**src/rtl/divisor_sequencer.sv**
```systemverilog
// Steps a clock_divider through a programmed {divisor, duration} table,
// holding each divisor for max(duration,1) inclk cycles.
module divisor_sequencer #(
    parameter int DEPTH = 8,
    parameter int IDX_W = 3,
    parameter int DIV_W = 32,
    parameter int DUR_W = 32
) (
    input  logic             inclk,
    input  logic             reset,
    input  logic             wr_en,
    input  logic [IDX_W-1:0] wr_addr,
    input  logic [DIV_W-1:0] wr_divisor,
    input  logic [DUR_W-1:0] wr_duration,
    input  logic             start,
    input  logic             stop,
    input  logic             loop_en,
    output logic [DIV_W-1:0] divisor,
    output logic             div_enable,
    output logic [IDX_W-1:0] step_idx,
    output logic             busy,
    output logic             done
);

    typedef enum logic [1:0] {IDLE, PLAY, DONE} state_t;

    state_t           state_q, state_d;
    logic [DUR_W-1:0] cnt_q, cnt_d;
    logic [DIV_W-1:0] divisor_q, divisor_d;
    logic             div_enable_q, div_enable_d;
    logic [IDX_W-1:0] step_idx_q, step_idx_d;
    logic             busy_q, busy_d;
    logic             done_q, done_d;
    logic [DIV_W-1:0] tab_div_q [DEPTH];
    logic [DIV_W-1:0] tab_div_d [DEPTH];
    logic [DUR_W-1:0] tab_dur_q [DEPTH];
    logic [DUR_W-1:0] tab_dur_d [DEPTH];

    logic             do_load, go_done, go_idle;
    logic [IDX_W-1:0] load_idx, nxt;

    always_comb begin
        state_d      = state_q;
        cnt_d        = cnt_q;
        divisor_d    = divisor_q;
        div_enable_d = div_enable_q;
        step_idx_d   = step_idx_q;
        busy_d       = busy_q;
        done_d       = 1'b0;
        tab_div_d    = tab_div_q;
        tab_dur_d    = tab_dur_q;
        do_load      = 1'b0;
        go_done      = 1'b0;
        go_idle      = 1'b0;
        load_idx     = '0;
        nxt          = step_idx_q + 1'b1;

        if (wr_en) begin
            tab_div_d[wr_addr] = wr_divisor;
            tab_dur_d[wr_addr] = wr_duration;
        end

        case (state_q)
            IDLE: begin
                if (start && !stop) begin
                    if (tab_div_q[0] != '0) do_load = 1'b1;
                    else                    go_done = 1'b1;
                end
            end
            PLAY: begin
                if (stop) begin
                    go_idle = 1'b1;
                end else if (cnt_q > DUR_W'(1)) begin
                    cnt_d = cnt_q - 1'b1;
                end else if (step_idx_q == IDX_W'(DEPTH-1) || tab_div_q[nxt] == '0) begin
                    // end of table: wrap to entry 0 or finish
                    if (loop_en) do_load = 1'b1;
                    else         go_done = 1'b1;
                end else begin
                    do_load  = 1'b1;
                    load_idx = nxt;
                end
            end
            DONE:    go_idle = 1'b1;
            default: go_idle = 1'b1;
        endcase

        // Entry values are sampled from the pre-write table on load.
        if (do_load) begin
            state_d      = PLAY;
            step_idx_d   = load_idx;
            divisor_d    = tab_div_q[load_idx];
            cnt_d        = (tab_dur_q[load_idx] == '0) ? DUR_W'(1) : tab_dur_q[load_idx];
            div_enable_d = 1'b1;
            busy_d       = 1'b1;
        end
        if (go_done || go_idle) begin
            state_d      = go_done ? DONE : IDLE;
            done_d       = go_done;
            divisor_d    = '0;
            div_enable_d = 1'b0;
            step_idx_d   = '0;
            busy_d       = 1'b0;
            cnt_d        = '0;
        end
    end

    always_ff @(posedge inclk) begin
        if (!reset) begin
            state_q      <= IDLE;
            cnt_q        <= '0;
            divisor_q    <= '0;
            div_enable_q <= 1'b0;
            step_idx_q   <= '0;
            busy_q       <= 1'b0;
            done_q       <= 1'b0;
            for (int i = 0; i < DEPTH; i++) begin
                tab_div_q[i] <= '0;
                tab_dur_q[i] <= '0;
            end
        end else begin
            state_q      <= state_d;
            cnt_q        <= cnt_d;
            divisor_q    <= divisor_d;
            div_enable_q <= div_enable_d;
            step_idx_q   <= step_idx_d;
            busy_q       <= busy_d;
            done_q       <= done_d;
            tab_div_q    <= tab_div_d;
            tab_dur_q    <= tab_dur_d;
        end
    end

    assign divisor    = divisor_q;
    assign div_enable = div_enable_q;
    assign step_idx   = step_idx_q;
    assign busy       = busy_q;
    assign done       = done_q;

endmodule

```
**config.mk**
```make
export PLATFORM = sky130hd
export DESIGN_NAME = divisor_sequencer
export DESIGN_NICKNAME = d
export VERILOG_FILES = /design/src/rtl/divisor_sequencer.sv
export SDC_FILE = /design/constraint.sdc
export NUM_CORES = 2
export LEC_CHECK = 0
export ABC_AREA = 1
export CORE_MARGIN = 8
export CORE_UTILIZATION = 45
export CTS_CLUSTER_DIAMETER = 150
export DETAILED_ROUTE_END_ITERATION = 10
export DONT_BUFFER_PORTS = 1
export PLACE_DENSITY_LB_ADDON = 0.15
export SLEW_MARGIN = 20
export SYNTH_ARGS = -nofsm -noshare
export SYNTH_HDL_FRONTEND = slang
export SYNTH_SLANG_ARGS = --single-unit
```
**constraint.sdc**
```tcl
create_clock -name inclk -period 6.8 [get_ports inclk]
set_clock_uncertainty 0.2 [all_clocks]
set_input_delay 1.36 -clock inclk [delete_from_list [all_inputs] [get_ports inclk]]
set_output_delay 1.36 -clock inclk [all_outputs]
set_load 0.05 [all_outputs]
```
==> results.py <==
metrics = {
    "critical_path": {
        "cp-end-kind": "flip-flop",
        "critPathKind": "reg2reg",
        "cp.arrival_ns": 5.42,
        "critPathLaunchType": "flip-flop",
        "path_max_fanout": 121,
        "worstPathRequired_ns": 7.14,
    },
    "routing": {
        "dr_total_vias": 26120,
        "dr.first_iter.drc_count": 2546,
        "wl_per_cell_microns": 20.76,
        "viasPerCell": 5.669,
        "dr.pass1.iters": 7,
        "drc_errors": 0,
        "drt-total-wl_mm": 95.66,
        "ant_nets": 0,
    },
    "clocking": {
        "clock-sinks": 583,
        "cts_tree": "done",
        "cts_buffer_depth": 3,
        "clock-root-buffer": "clkbuf_16",
        "cts_setup_buffers": 0,
        "clk_pin_slew_ns": 0.06,
        "cts_buffers": 68,
        "cts_resized": 0,
        "cts_hold_buf": 0,
        "clock_latency_ns": 0.61,
        "h-tree-depth": 3,
    },
    "floorplan": {
        "core_sq_um": 60250,
        "die-width_microns": 262.5,
        "rows": 90,
        "die_area_sq_um": 68890,
        "pin_count": 111,
        "start_util_pct": 45.37,
        "die_height_microns": 262.5,
    },
    "power_and_ir_drop": {
        "power.switching_w": 0.002194,
        "power_frac_clock_pct": 43.7,
        "p_int_w": 0.005849,
        "seq_power_share_pct": 45.4,
        "switching_share_pct": 27.28,
        "vdd_drop_max_uv": 213.0,
        "leakage_nw": 11.95,
        "comb_power_share_pct": 10.9,
        "p_per_area_nw_per_um2": 273.2,
    },
    "cells_and_area": {
        "final_cells": 4607,
        "nFillCells": 6175,
        "regArea_sq_um": 11670,
        "final_core_util_pct": 48.87,
        "drive_gt1_share_pct": 4.732,
        "areaGrowthSynthToFinish_pct": 7.708,
        "antennaDiodeCount": 0,
        "multi_input_area_sq_um": 12570,
        "nets": 3855,
    },
    "logic_synthesis": {
        "synth_top_flop_cell": "dfxtp_1",
        "synth_top_area_share_pct": 42.70,
        "syn_inst": 3978,
        "synthesis.area_sq_um": 27330,
        "synth-seq-cells": 583,
        "ys_types": 45,
        "synth_top_area_cell": "dfxtp_1",
        "syn-num-nets": 4055,
        "synth_edf_count": 0,
        "synth_seq_area_share_pct": 42.70,
        "syn_avg_cell_area_sq_um": 6.871,
        "async_flop_share_pct": 0,
        "ys_top_cells_by_area": "dfxtp_1 43%, o21ai_0 12%, a21oi_1 8.7%",
        "ys_warn_count": 0,
    },
    "global_route": {
        "grt-ovfl-total": 0,
        "grt_pass1_wl_mm": 146.6,
        "grt_max_degree": 514,
        "grt_pass1_vias": 24190,
        "grt_usage_pct": 26.53,
        "antenna_found_initial": 0,
    },
    "timing": {
        "setup_ws_ns": 1.721,
        "setup_viol": 0,
        "slew_headroom_pct": -6.015,
        "maxSlewViolCount": 81,
        "max_freq_ghz": 0.1969,
        "rsz0062_at_grt": "false",
        "min_period_ns": 5.079,
        "hold_viol_final": 0,
        "fin_crit_sh_pct": 74.69,
        "tightest_slew_ns": 1.590,
        "fin_tns_setup_ns": 0,
    },
    "run_status": {
        "status": "complete, but fails checks",
        "violations": "slew limit",
    },
    "placed_design": {
        "placedCellCount": 4490,
        "hpwlAfterDp_mm": 56.69,
        "gp_congestion": 0.8622,
        "port_buffers": 0,
        "pre_cts_slack_ns": 1.779,
    },
    "worst_hold_path": {
        "hold_class": "reg2reg",
    },
    "flow_run": {
        "drv_cap": 0,
    },
}
-- cell families (layout without fill, tap and decap cells) --
group,after synthesis,in the layout,share of synthesized area [%]
adders and majority gates,4,4,0.1831
AOI/OAI and AO/OA,1216,1216,23.15
and+or+nand+nor,1375,1375,21.94
DFF,583,583,42.70
xor gates and xnor gates,19,19,0.6088
buffers and inverters,781,628,11.41
-- through the flow --
| stage | power [W] | instance area (sq um) | hold slack [ns] |
|---|---|---|---|
| 2_1_floorplan | 0.004370 | 27330 | 0.2297 |
| 4_1_cts | 0.008084 | 29440 | 0.2500 |
| 3_5_place_dp | 0.004586 | 27340 | 0.2419 |
| 3_3_place_gp | 0.004579 | 27340 | 0.2385 |
| 6_report | 0.008042 | 29440 | 0.2510 |
| 5_1_grt | 0.008349 | 29440 | 0.2649 |
-- metal layers --
metal  up-vias  wire length (microns)  global-route usage (%)  part of all wire, %
met4         0                   3136                   9.364                  3.3
met3       166                   6185                   4.640                  6.5
met2       810                  44800                   44.21                   47
met1     12340                  41530                   34.34                   43
met5         -                      0                       0                    0
li1      12800                      -                       -                    -
-- synth_stat cells (all sizes together), types with 15 or more instances --
cell type,number
nand2,421
o211ai,23
clkbuf,200
inv,470
a21oi,478
dfxtp,583
nand4,133
o21ai,666
nor2,490
nand3,307
buf,107
nor3,15
-- cell usage in the layout (no fill, tap or decap), types with 2 or more instances in the layout --
| cell type | n |
|---|---|
| o21ai_0 | 646 |
| dfxtp_1 | 583 |
| nor2_1 | 477 |
| a21oi_1 | 477 |
| inv_1 | 457 |
| nand2_1 | 416 |
| nand3_1 | 305 |
| nand4_1 | 133 |
| clkbuf_16 | 70 |
| buf_4 | 34 |
| o211ai_1 | 23 |
| o21ai_1 | 19 |
| clkbuf_1 | 18 |
| nor3_1 | 14 |
| xor2_1 | 13 |
| clkinv_2 | 13 |
| a221oi_1 | 12 |
| nor2_2 | 10 |
| o311ai_1 | 10 |
| a211oi_1 | 10 |
| clkbuf_8 | 10 |
| inv_4 | 9 |
| inv_2 | 7 |
| xnor2_1 | 6 |
| a32oi_1 | 5 |
| or2_2 | 4 |
| a31oi_1 | 4 |
| ha_1 | 4 |
| inv_6 | 4 |
| nand2_2 | 3 |
| nor2_4 | 3 |
| a32o_1 | 3 |
| buf_12 | 3 |
| or2_1 | 2 |
| nand2_4 | 2 |
| nand3_4 | 2 |
| nor4_1 | 2 |
| o221a_2 | 2 |
-- flip-flops by register name, summed over array words and instances, names as in the netlist --
signal,flops
tab_div_q,256
tab_dur_q,256
cnt_q,32
divisor,32
step_idx,3
state_q,2
busy,1
done,1
-- power groups by stage --
stage	clock network [W]	registers, W	logic, W
global placement	0	0.00372	0.000857
floorplan	0	0.00370	0.000674
global route	0.00371	0.00366	0.000979
finish	0.00352	0.00365	0.000876
detailed placement	0	0.00372	0.000863
CTS	0.00357	0.00365	0.000867
-- cell type report --
class                           count  share of cell area, %
Multi-Input combinational cell   2614                  42.70
Clock inverter                     19                 0.4972
Tap cell                          782                  3.323
Timing Repair Buffer               37                  1.071
Clock buffer                       98                  6.647
Inverter                          474                  6.120
Sequential cell                   583                  39.64
-- path summary, 6_finish.rpt --
check                                    start  depth (start not counted)        endpoint  slack, ns
worst min-delay path            tab_dur_q[230]                          2  tab_dur_q[230]       0.25
worst min register to register  tab_dur_q[230]                          2  tab_dur_q[230]       0.25
worst max register to register     step_idx[0]                         16     step_idx[0]       1.72
worst max-delay path               step_idx[0]                         16     step_idx[0]       1.72
-- critical path: stages, from the launching register on --
cell	delay, ns
dfxtp_1	0.79
ha_1	0.46
inv_1	0.14
a21oi_1	0.06
nand3_1	0.08
nand2_1	0.12
a21oi_4	0.17
buf_12	0.47
nand2_4	0.16
inv_2	0.11
o31ai_1	0.06
inv_1	0.08
nand3_1	0.60
inv_2	0.57
buf_4	0.57
o21ai_0	0.17
a21oi_1	0.14
Power figures use the tool's default switching activity.
